[src/rtl/serial_subtractor.sv]
`default_nettype none
// ============================================================================
//  Module   : serial_subtractor
//  Brief    : Bit-serial (LSB-first) subtractor computing a - b - bin over
//             WIDTH clock cycles, with registered diff/bout and a done pulse.
//  Revision : 1.0 - initial release
// ============================================================================

module serial_subtractor #(
    parameter int unsigned WIDTH = 8
) (
    input  logic             clk,
    input  logic             rst,
    input  logic             start,
    input  logic [WIDTH-1:0] a,
    input  logic [WIDTH-1:0] b,
    input  logic             bin,
    output logic [WIDTH-1:0] diff,
    output logic             bout,
    output logic             busy,
    output logic             done
);

    localparam int unsigned              c_CNT_W    = $clog2(WIDTH + 1);
    localparam logic [c_CNT_W-1:0]       c_CNT_LAST = c_CNT_W'(WIDTH - 1);

    typedef enum logic [1:0] {
        S_IDLE = 2'd0,
        S_RUN  = 2'd1,
        S_DONE = 2'd2
    } state_t;

    state_t             r_state;
    state_t             w_state_next;

    logic [WIDTH-1:0]   r_a;
    logic [WIDTH-1:0]   r_b;
    logic [WIDTH-1:0]   r_res;
    logic [WIDTH-1:0]   r_diff;
    logic               r_bout;
    logic               r_br;
    logic [c_CNT_W-1:0] r_cnt;

    logic               w_accept;
    logic               w_run;
    logic               w_last;
    logic               w_bit_d;
    logic               w_bit_br;

    assign w_accept = (r_state == S_IDLE) && start;
    assign w_run    = (r_state == S_RUN);
    assign w_last   = w_run && (r_cnt == c_CNT_LAST);

    // One full-subtractor cell, fed from the LSBs of the operand shifters
    assign w_bit_d  = r_a[0] ^ r_b[0] ^ r_br;
    assign w_bit_br = (~r_a[0] & r_b[0]) | (~(r_a[0] ^ r_b[0]) & r_br);

    always_ff @(posedge clk) begin
        if (rst) begin
            r_state <= S_IDLE;
        end else begin
            r_state <= w_state_next;
        end
    end

    always_comb begin
        w_state_next = r_state;
        busy         = 1'b0;
        done         = 1'b0;
        case (r_state)
            S_IDLE: begin
                if (start) begin
                    w_state_next = S_RUN;
                end
            end
            S_RUN: begin
                busy = 1'b1;
                if (w_last) begin
                    w_state_next = S_DONE;
                end
            end
            S_DONE: begin
                busy         = 1'b1;
                done         = 1'b1;
                w_state_next = S_IDLE;
            end
            default: begin
                w_state_next = S_IDLE;
            end
        endcase
    end

    always_ff @(posedge clk) begin
        if (rst) begin
            r_a    <= '0;
            r_b    <= '0;
            r_res  <= '0;
            r_br   <= 1'b0;
            r_cnt  <= '0;
            r_diff <= '0;
            r_bout <= 1'b0;
        end else if (w_accept) begin
            r_a   <= a;
            r_b   <= b;
            r_res <= '0;
            r_br  <= bin;
            r_cnt <= '0;
        end else if (w_run) begin
            r_a   <= r_a >> 1;
            r_b   <= r_b >> 1;
            r_res <= {w_bit_d, r_res[WIDTH-1:1]};
            r_br  <= w_bit_br;
            r_cnt <= r_cnt + 1'b1;
            // Outputs change only on the final step, so they hold the old result during RUN
            if (w_last) begin
                r_diff <= {w_bit_d, r_res[WIDTH-1:1]};
                r_bout <= w_bit_br;
            end
        end
    end

    assign diff = r_diff;
    assign bout = r_bout;

endmodule

`default_nettype wire

[config.mk]
export PLATFORM = sky130hd
export DESIGN_NAME = serial_subtractor
export DESIGN_NICKNAME = d
export VERILOG_FILES = /design/src/rtl/serial_subtractor.sv
export SDC_FILE = /design/constraint.sdc
export NUM_CORES = 1
export LEC_CHECK = 0
export CORE_MARGIN = 2
export CORE_UTILIZATION = 24
export CTS_CLUSTER_SIZE = 14
export DETAILED_ROUTE_END_ITERATION = 10
export MAX_ROUTING_LAYER = met4
export PLACE_DENSITY = 0.41
export SYNTH_ARGS = -nofsm -noshare
export SYNTH_HDL_FRONTEND = slang
export SYNTH_SLANG_ARGS = --single-unit
[constraint.sdc]
create_clock -name clk -period 1.6 [get_ports clk]
set_input_delay 0.32 -clock clk [delete_from_list [all_inputs] [get_ports clk]]
set_output_delay 0.32 -clock clk [all_outputs]
set_load 0.005 [all_outputs]
==> summary by stage <==
Place
The count of buffers added on input and output ports is 30. The detailed placement HPWL is 2460 um. The weighted congestion at the end of routability-driven global placement is 0.694. Summing all placed instances gives a cell area of 0.00215 mm2.

Worst setup path
The largest fanout on the critical path is 4. The worst setup path is captured at an output port. Data arrives at the worst endpoint at 1.22 ns. The critical path class is reg2out. Counting cells, the worst reg-to-reg path comes to 6. The category of the worst setup path launch point is a flop. Data on the critical path is required at its endpoint by 1.28 ns.

Timing
The worst relative slew slack is 0.828. Of the available clock period, the critical path in the final layout requires 0.961. The hold violation total from the final report was 0.

The upper clock frequency limit is 0.650 GHz. The largest clock skew in the final design is 0.00436 ns. The post-layout minimum cycle time is 1.54 ns.

The number of max-slew violations in the final report is 0. Setup repair after global routing left no endpoint under its margin. Setup violations remaining at the end of the flow were counted as 0.

At the pin with the least slew margin, the transition time is 0.258 ns. The sum of negative setup slack is 0 ns.

Drt
For this run, the detailed router's first-pass iteration total came to 4. The post-route DRC violation count is 0. Across all layers, the routed design uses 1286 vias. The routed wire length per instance is 11.2 um. The count of routing violations after the opening detailed-route iteration is 77. The post-route antenna net violation count is 0.

The average vias per placed instance is 4.12. The routed wire length is 3490 um.

Power
The power per cell area is 1280 mW/mm2. The leakage power of the design is 0.816 nW. The worst supply voltage drop on vdd is 0.399 mV.

Yosys
Synthesis produced a netlist with a net count of 204. The average instance in the mapped netlist occupies 9.53 um2. The number of warning messages in the yosys log is 0.

The post-synthesis register bit count is 39. The synthesized netlist occupies a cell area of 0.00169 mm2. The distinct cell type count of the synthesized netlist is 26. The share of the Yosys chip area taken by registers is 0.463. The number of synthesized flops with an enable pin is 0.

The number of cells produced by synthesis is 177. Of all flip-flops after synthesis, the portion carrying an async set or reset was 0. In the synthesized netlist the dominant register cell turns out to be dfxtp_1.

GRT
The first-pass GRT wire length is 5650 um. The via count of the first global-routing pass is 1169. Entering global routing, the biggest net connects 32 pins. The overall global routing resource usage is 0.100. The global-route congestion overflow total is 0. The number of antenna violations at the first check in global routing is 0.

CTS
The clock tree from TritonCTS is yes. The clock-pin slew on the worst setup and hold paths is 0.07 ns. The count of H-tree levels built during CTS is 2. The clock tree root driver cell is clkbuf_8. Buffers inserted to repair hold after CTS numbered 0. At the later pin of the worst-skew pair, clock insertion delay measures 0.29 ns. TritonCTS created 5 clock buffers. The buffer depth of the longest clock path is 2. The clock sink total is 39.

Floorplan
For this configuration, the core starts out at a cell density of 0.248. The area of the core is 0.00679 mm2. The I/O pin count is 31. The row count is 30.

The floorplan step defined a die boundary enclosing 0.00771 mm2. The vertical die dimension is 87.8 um. The width of the chip is 87.8 um.

Min path
The class of the tightest hold or removal check is reg2reg. The worst hold path cell count is 2.

Finish
The final layout contains 242 nets. In the final layout, the multi-input gates occupy 822 um2. The post-route standard cell area excluding fillers is 0.00224 mm2. In the final layout, the share of cells above drive strength 1 is 0.116. The area added between synthesis and finish is 33.1%. The number of antenna diodes in the final layout is 0. In the final layout, flip-flops and latches occupy 782 um2.

The layout has 741 filler cells.

Status
The flow ran to the end, and the final reports show no timing, DRC or antenna violations.

Run
The max capacitance violation total is 0.
## report_power, final
group	switching, mW	internal [mW]	leakage [nW]
clock	0.339	0.306	0.0422
sequential	0.0892	1.13	0.319
combinational	0.496	0.503	0.455
## per-stage QoR
| step | worst slack, ns | cells | power (mW) | util | hold slack (ns) |
|---|---|---|---|---|---|
| detailed placement | 0.0442 | 303 | 2.24 | 0.316 | 0.446 |
| finish | 0.0621 | 312 | 2.86 | 0.330 | 0.454 |
| global route | 0.00482 | 312 | 3.09 | 0.330 | 0.481 |
| floorplan | 0.269 | 177 | 1.95 | - | 0.431 |
| CTS | 0.0296 | 312 | 2.91 | 0.329 | 0.457 |
| global placement | 0.0672 | 303 | 2.25 | 0.316 | 0.445 |
## area by class of cell
| type | count | area share |
|---|---|---|
| Clock buffer | 7 | 0.0340 |
| Clock inverter | 1 | 0.00223 |
| Inverter | 4 | 0.00669 |
| Multi-Input combinational cell | 122 | 0.366 |
| Sequential cell | 39 | 0.348 |
| Tap cell | 96 | 0.0535 |
| Timing Repair Buffer | 43 | 0.189 |
## layout by cell type (no fill, tap or decap), types with 2 or more instances in the layout
master / count
dfxtp_1: 38
clkdlybuf4s50_1: 28
nor2_1: 25
mux2i_1: 24
nand2_1: 19
a211oi_1: 14
a21oi_1: 11
buf_4: 10
ha_1: 6
nand2b_1: 5
clkbuf_8: 5
nand3b_1: 3
nand3_1: 3
inv_2: 2
inv_1: 2
xor2_1: 2
clkbuf_1: 2
dlygate4sd2_1: 2
buf_12: 2
## Yosys cell counts, types with 2 or more instances
cell type	instances	area (um2)
dfxtp_1	39	781
nor2_1	25	93.8
mux2i_1	24	240
nand2_1	19	71.3
a211oi_1	14	105
a21oi_1	12	60.1
ha_1	6	75.1
nand2b_1	5	31.3
buf_2	4	20.0
buf_4	4	30.0
inv_1	4	15.0
nand3_1	3	15.0
nand3b_1	3	22.5
buf_1	2	7.51
xor2_1	2	17.5
## registers in the layout (all words and copies together) (netlist names)
register,cells
diff,8
r_br,1
bout,1
r_a,8
r_cnt,4
r_state,2
r_res,7
r_b,8
## worst paths after layout
kind / slack, ns / endpoint / from
max: 0.06 / busy / r_state[1]
min: 0.45 / diff[7] / diff[7]
max reg2reg: 0.16 / diff[2] / r_state[0]
min reg2reg: 0.45 / diff[7] / diff[7]
## cell families after synthesis
logic type | after synthesis | synth area share
compound gates | 28 | 0.110
xor+xnor | 3 | 0.0156
fa+ha+maj | 7 | 0.0564
buf+inv | 16 | 0.0519
flops | 39 | 0.463
mux | 24 | 0.142
simple gates | 60 | 0.161
## worst max-delay path, cell delays in order, from the launching register on
cell and delay (ns):
dfxtp_1 0.35, inv_2 0.06, ha_1 0.26, dlygate4sd2_1 0.26
## timing repair
| item | in CTS | in global routing |
|---|---|---|
| gates resized for setup | 3 | 4 |
| setup buffers | 1 | 0 |
| endpoints found under the hold margin | 0 | 0 |
| endpoints found under the setup margin | 2 | 11 |
## per-layer routing
layer | up-vias | GRT usage | part of all wire
li1 | 678 | - | -
met1 | 576 | 0.132 | 0.53
met2 | 27 | 0.138 | 0.42
met3 | 5 | 0.0292 | 0.038
met4 | 0 | 0.0503 | 0.018
met5 | - | - | 0
Power figures use the tool's default switching activity.
